===== config.mk =====
export PLATFORM = sky130hd
export DESIGN_NAME = bus_arbiter
export DESIGN_NICKNAME = d
export VERILOG_FILES = /design/src/rtl/bus_arbiter.sv
export SDC_FILE = /design/constraint.sdc
export NUM_CORES = 1
export LEC_CHECK = 0
export CORE_MARGIN = 10
export CORE_UTILIZATION = 30
export CTS_CLUSTER_DIAMETER = 120
export DETAILED_ROUTE_END_ITERATION = 10
export GPL_TIMING_DRIVEN = 0
export MAX_ROUTING_LAYER = met4
export PLACE_DENSITY = 0.46
export RECOVER_POWER = 25
export SLEW_MARGIN = 20
export SYNTH_ARGS = -nofsm -noshare
export SYNTH_HDL_FRONTEND = slang
export SYNTH_SLANG_ARGS = --single-unit

===== constraint.sdc =====
create_clock -name clock -period 5.3 [get_ports clock]
set_clock_uncertainty 0.1 [all_clocks]
set_input_delay 0.795 -clock clock [delete_from_list [all_inputs] [get_ports clock]]
set_output_delay 0.795 -clock clock [all_outputs]
set_load 0.01 [all_outputs]

===== src/rtl/bus_arbiter.sv =====
// Round-robin bus arbiter with begin/data watchdogs. A grant is held until the
// transaction ends; stalled transactions are aborted with busError + endTransaction.

module bus_arbiter_lane #(
  parameter int IDXW = 2,
  parameter int LANE = 0
) (
  input  logic            grantEn,
  input  logic [IDXW-1:0] grantIdx,
  output logic            grant
);
  assign grant = grantEn && (grantIdx == IDXW'(LANE));
endmodule

module bus_arbiter #(
  parameter int NUM_MASTERS   = 4,
  parameter int BEGIN_TIMEOUT = 16,
  parameter int DATA_TIMEOUT  = 256
) (
  input  logic                   clock,
  input  logic                   reset,
  input  logic [NUM_MASTERS-1:0] busRequestsIn,
  input  logic                   beginTransactionIn,
  input  logic                   endTransactionIn,
  input  logic                   dataValidIn,
  output logic [NUM_MASTERS-1:0] busGrantsOut,
  output logic                   busErrorOut,
  output logic                   endTransactionOut,
  output logic                   timeoutOut
);
  localparam int IDXW = (NUM_MASTERS > 1) ? $clog2(NUM_MASTERS) : 1;
  localparam int BCW  = ($clog2(BEGIN_TIMEOUT) > 0) ? $clog2(BEGIN_TIMEOUT) : 1;
  localparam int DCW  = ($clog2(DATA_TIMEOUT) > 0) ? $clog2(DATA_TIMEOUT) : 1;
  localparam logic [BCW-1:0] BC_LAST = BCW'(BEGIN_TIMEOUT - 1);
  localparam logic [DCW-1:0] DC_LAST = DCW'(DATA_TIMEOUT - 1);
  localparam logic [BCW-1:0] BC_MAX  = '1;
  localparam logic [DCW-1:0] DC_MAX  = '1;

  typedef enum logic [2:0] {IDLE, GRANT, ACTIVE, ERROR, ENDTX, RELEASE} state_t;

  state_t          state, stateNext;
  logic [IDXW-1:0] grantIdxReg, grantIdxNext;
  logic [IDXW-1:0] lastGrantReg, lastGrantNext;
  logic [BCW-1:0]  beginCountReg, beginCountNext;
  logic [DCW-1:0]  dataCountReg, dataCountNext;
  logic            timeoutReg, timeoutNext;

  logic            searchFound;
  logic [IDXW-1:0] searchIdx;
  logic [IDXW-1:0] candIdx;
  int              candInt;

  // Rotating search: first requester at or after lastGrant+1, wrapping.
  always_comb begin
    searchFound = 1'b0;
    searchIdx   = '0;
    candInt     = 0;
    candIdx     = '0;
    for (int i = 0; i < NUM_MASTERS; i++) begin
      candInt = (int'(lastGrantReg) + 1 + i) % NUM_MASTERS;
      candIdx = IDXW'(candInt);
      if (!searchFound && busRequestsIn[candIdx]) begin
        searchFound = 1'b1;
        searchIdx   = candIdx;
      end
    end
  end

  always_comb begin
    stateNext      = state;
    grantIdxNext   = grantIdxReg;
    lastGrantNext  = lastGrantReg;
    beginCountNext = beginCountReg;
    dataCountNext  = dataCountReg;
    timeoutNext    = 1'b0;
    case (state)
      IDLE: begin
        if (searchFound) begin
          grantIdxNext   = searchIdx;
          lastGrantNext  = searchIdx;
          beginCountNext = '0;
          stateNext      = GRANT;
        end
      end
      GRANT: begin
        if (beginTransactionIn) begin
          stateNext      = ACTIVE;
          dataCountNext  = '0;
          beginCountNext = '0;
        end else if (!busRequestsIn[grantIdxReg]) begin
          stateNext      = RELEASE;
          beginCountNext = '0;
        end else if (beginCountReg == BC_LAST) begin
          stateNext      = RELEASE;
          timeoutNext    = 1'b1;
          beginCountNext = '0;
        end else begin
          beginCountNext = (beginCountReg == BC_MAX) ? beginCountReg : beginCountReg + BCW'(1);
        end
      end
      ACTIVE: begin
        if (endTransactionIn) begin
          stateNext = RELEASE;
        end else if (dataValidIn) begin
          dataCountNext = '0;
        end else if (dataCountReg == DC_LAST) begin
          stateNext   = ERROR;
          timeoutNext = 1'b1;
        end else begin
          dataCountNext = (dataCountReg == DC_MAX) ? dataCountReg : dataCountReg + DCW'(1);
        end
      end
      // A slave that ends the transaction in the error cycle makes our own end strobe redundant.
      ERROR:   stateNext = endTransactionIn ? RELEASE : ENDTX;
      ENDTX:   stateNext = RELEASE;
      RELEASE: stateNext = IDLE;
      default: stateNext = IDLE;
    endcase
  end

  always_ff @(posedge clock or posedge reset) begin
    if (reset) begin
      state         <= IDLE;
      grantIdxReg   <= '0;
      lastGrantReg  <= IDXW'(NUM_MASTERS - 1);
      beginCountReg <= '0;
      dataCountReg  <= '0;
      timeoutReg    <= 1'b0;
    end else begin
      state         <= stateNext;
      grantIdxReg   <= grantIdxNext;
      lastGrantReg  <= lastGrantNext;
      beginCountReg <= beginCountNext;
      dataCountReg  <= dataCountNext;
      timeoutReg    <= timeoutNext;
    end
  end

  logic grantEn;
  assign grantEn = (state == GRANT) || (state == ACTIVE) || (state == ERROR) || (state == ENDTX);

  for (genvar i = 0; i < NUM_MASTERS; i++) begin : gLane
    bus_arbiter_lane #(.IDXW(IDXW), .LANE(i)) uLane (
      .grantEn  (grantEn),
      .grantIdx (grantIdxReg),
      .grant    (busGrantsOut[i])
    );
  end

  assign busErrorOut       = (state == ERROR);
  assign endTransactionOut = (state == ENDTX);
  assign timeoutOut        = timeoutReg;
endmodule


==> reports/results.env <==
POST_ROUTE_CELLS_DRIVE_ABOVE_1_SHARE_PCT=10.5
DIE_HEIGHT_UM=85.6
YOSYS_REGISTER_BITS=20
FIN_NETS=174
GR-TOTAL-OVERFLOW=0
DRC=0
CRIT_TYPE='reg -> out'
POST_SYNTH_MUX_AREA_SHARE_PCT=4.07
DPL.CELL_COUNT=208
SYNTH_SIMPLE_GATE_AREA_SHARE_PCT=26.3
UTILIZATION_PCT=38.5
INSERTEDDIODECOUNT=0
TIMING.FINAL.HOLD_VIOLATIONS=0
WORST_EP_ARRIVAL_TIME_NS=2.28
N_FILL_CELL=424
P_TOTAL_W=0.000699
CTS.HOLD.BUFFERS_ADDED=0
RESULT_OF_THE_RUN='complete, no violations'
REQUIRED_NS=4.41
DETAIL_ROUTE.FIRST_PASS.ITERATIONS=4
CTSROOTBUFFERMASTER='sky130_fd_sc_hd__clkbuf_8'
CTS_POST_SETUP_BUFFERS_INSERTED=0
PATH_CLK_SLEW_NS=0.07
VIASPERCELL=5.21
SYNTH-EDFF-COUNT=0
SYNTH-COMPOUND-AREA-SHARE_PCT=21.5
IO_PINS=16
SYNTHFLOPTYPE='sky130_fd_sc_hd__dfrtp_1'
WL_PER_CELL_UM=15.0
POSTSYNTHCELLCOUNT=143
WORST_SKEW_PAIR.LATE_LATENCY_NS=0.26
P_INT_W=0.000447
DETAIL-ROUTE-ANTENNA-NETS=0
TIMING.MAX_SLEW.REL_SLACK_PCT=46.1
SYNTH.TOP_CELLS.BY_AREA='sky130_fd_sc_hd__dfrtp_1 35%, sky130_fd_sc_hd__nand2_1 4.4%, sky130_fd_sc_hd__o21ai_0 4.3%'
WORST_IR_DROP_VDD_mV=0.335
DIE_EXTENT_IN_X_UM=85.6
SYNTH-ADDER-AREA-SHARE_PCT=1.94
CTS_MAX_PATH_BUFFERS=2
MIN_PATH_TYPE='reg -> reg'
CTS_BUFFERS=3
SYNTHTOPCELLSBYCOUNT='18 x sky130_fd_sc_hd__dfrtp_1, 15 x sky130_fd_sc_hd__nand2_1, 11 x sky130_fd_sc_hd__o21ai_0, 10 x sky130_fd_sc_hd__inv_1, 10 x sky130_fd_sc_hd__nor2_1'
GRT_ANTENNA_BEFORE_REPAIR=0
SYNTH_AREA_SQ_UM=1290
GRT_USAGE_PCT=8.93
TIMING_WORST_SLEW_PIN_VALUE_NS=0.797
YS_SEQ_AREA_SHARE_PCT=39.0
SYNTH_XOR_XNOR_AREA_SHARE_PCT=0.679
YOSYSMOSTFREQUENTCELL='sky130_fd_sc_hd__dfrtp_1'
IO_BUFFER_COUNT=15
PIN_COUNT_OF_THE_BIGGEST_NET_ENTERING_GLOBAL_ROUTING=21
SYNTHESIS.AREA_PER_INSTANCE_SQ_UM=9.02
FINAL_MAX_SLEW_VIOL_COUNT=0
POSTPLACECELLAREA_SQ_UM=1500
SEQ_AREA_SQ_UM=503
CRIT_PATH_END_KIND='primary output'
ACHIEVABLE-FREQUENCY_GHz=0.315
FINAL_REPLACE_WEIGHTED_CONGESTION=0.856
SETUP_TNS_NS=0
GRT_PASS1_WL_MM=5.38
SYNTH_CELL_TYPE_COUNT=45
INITIAL_CORE_UTIL_PCT=31.6
MIN_PERIOD_NS=3.17
VIA_COUNT_OF_THE_FIRST_GLOBAL_ROUTING_PASS=1099
RRSETUPSLACK_NS=3.11
AREA_GROWTH_SYN_TO_LAYOUT_PCT=22.0
PWR_DENSITY_CELL_nW_PER_UM2=444
SYNTH_TOP_AREA_SHARE_PCT=34.9
CLOCK_TREE.HTREE_LEVEL_COUNT=1
MULTIINPUTGATEAREA_SQ_UM=703
CTS_TREE='yes'
WORST_SETUP_PATH_START_KIND='flip-flop'
POWER.NET_SWITCHING_W=0.000252
SYN-NUM-NETS=154
LAYOUT.CELLS.NON_FILLER=212
DIE_AREA_SQ_UM=7320
CELLLEAKAGEPOWER_nW=0.633
FIRST_ITER_VIOLATIONS=76
POWER_FRAC_COMB_PCT=46.1
ESTIMATED_WIRELENGTH_OF_THE_DETAIL_PLACED_DESIGN_MM=2.41
FINAL.PERIOD_UTILIZATION_PCT=59.9
CLOCKPOWERSHARE_PCT=22.0
SYNTH_TOP_FAMILY_BY_AREA='simple AND/OR/NAND/NOR gates'
NETSWITCHINGFRACTION_PCT=36.1
SYNTH_TOP_AREA_CELL='sky130_fd_sc_hd__dfrtp_1'
PLACEABLECOREAREA_SQ_UM=4090
NUM_ROWS=23
SYNTHARSTFLOPSHARE_PCT=100
FINAL_CELL_AREA_SQ_UM=1570
RSZ0062_AT_GRT='no'
CTSRESIZECOUNT=0
ROUTED-VIA-COUNT=1104
FINAL-SETUP-VIOL-COUNT=0
SYNTH_WARNINGS=0
SEQUENTIAL_SHARE_OF_POWER_PCT=32.0
TIMING.MAX_CAP.VIOLATIONS=0
CRITPATHMAXFANOUT=10
FINALWIRELENGTH_MM=3.18
CTS.SINK_COUNT=20
==> worst max-delay path, stage by stage, from the launching register on <==
cell and delay (ns):
sky130_fd_sc_hd__dfrtp_1 0.38, sky130_fd_sc_hd__clkbuf_1 0.33, sky130_fd_sc_hd__nor2_1 0.14, sky130_fd_sc_hd__xnor2_1 0.25, sky130_fd_sc_hd__nor3b_1 0.25, sky130_fd_sc_hd__buf_4 0.14
sky130_fd_sc_hd__clkdlybuf4s50_1 0.53
==> final cells by class <==
class                   instances  area share (%)
multi-input cells             105            44.7
inverters                      10            2.38
well taps                      50            3.97
clock buffers                   3            2.62
repair buffers                 15            9.54
clock inverters                 1            1.91
flip-flops and latches         20            32.0
plain buffers                   8            2.94
==> logic make-up after synthesis <==
logic type | after synthesis
AO/OA/AOI/OAI | 41
XOR/XNOR | 1
adder cells (fa/ha/maj) | 2
buffers and inverters | 18
flip-flops | 20
multiplexers | 4
AND/OR/NAND/NOR | 57
==> metrics by stage <==
step,setup WS (ns),hold slack (ns)
after global placement,2.36,0.382
after CTS,2.13,0.401
final,2.13,0.398
after detailed placement,2.33,0.383
after floorplan,3.00,0.361
after global routing,1.92,0.446
==> path summary, 6_finish.rpt <==
path / start / cells after the start / to
worst max-delay path: state[0] / 6 / busGrantsOut[2]
worst min-delay path: dataCountReg[6] / 1 / dataCountReg[6]
worst max register to register: state[1] / 6 / dataCountReg[3]
worst min register to register: dataCountReg[6] / 1 / dataCountReg[6]
max in group asynchronous: reset / 2 / state[1]
min in group asynchronous: reset / 2 / timeoutOut
==> power groups by stage <==
stage          Sequential, W  Combinational, W  Clock (W)
6_report            0.000223          0.000322   0.000154
5_1_grt             0.000230          0.000360   0.000167
4_1_cts             0.000223          0.000326   0.000158
3_5_place_dp        0.000226          0.000323          0
3_3_place_gp        0.000224          0.000317          0
2_1_floorplan       0.000217          0.000226          0
==> metal layers <==
layer	global-route usage, %	vias up	share of wire, %
met5	-	-	0
met4	0.898	0	0.41
met3	3.22	2	3.7
met2	12.2	13	43
met1	12.5	520	53
li1	-	569	-
==> flip-flops by register name, summed over array words and instances, names as in the netlist <==
name           cells
beginCountReg      4
state              3
dataCountReg       8
lastGrantReg       2
timeoutOut         1
grantIdxReg        2
==> placed cells by master (no fill, tap or decap), types with 3 or more instances in the layout <==
cell type                          n
sky130_fd_sc_hd__inv_1            10
sky130_fd_sc_hd__nor2_1           10
sky130_fd_sc_hd__o31ai_1           7
sky130_fd_sc_hd__nand2_1          15
sky130_fd_sc_hd__nor3b_1           3
sky130_fd_sc_hd__clkbuf_8          3
sky130_fd_sc_hd__clkbuf_1          3
sky130_fd_sc_hd__clkdlybuf4s50_1  14
sky130_fd_sc_hd__buf_4             4
sky130_fd_sc_hd__nor4b_1           3
sky130_fd_sc_hd__o211ai_1          3
sky130_fd_sc_hd__mux2i_1           3
sky130_fd_sc_hd__dfrtp_1          18
sky130_fd_sc_hd__a21oi_1           4
sky130_fd_sc_hd__o21a_1            3
sky130_fd_sc_hd__o21ai_0          11
sky130_fd_sc_hd__nand3_1           6
Power figures use the tool's default switching activity.
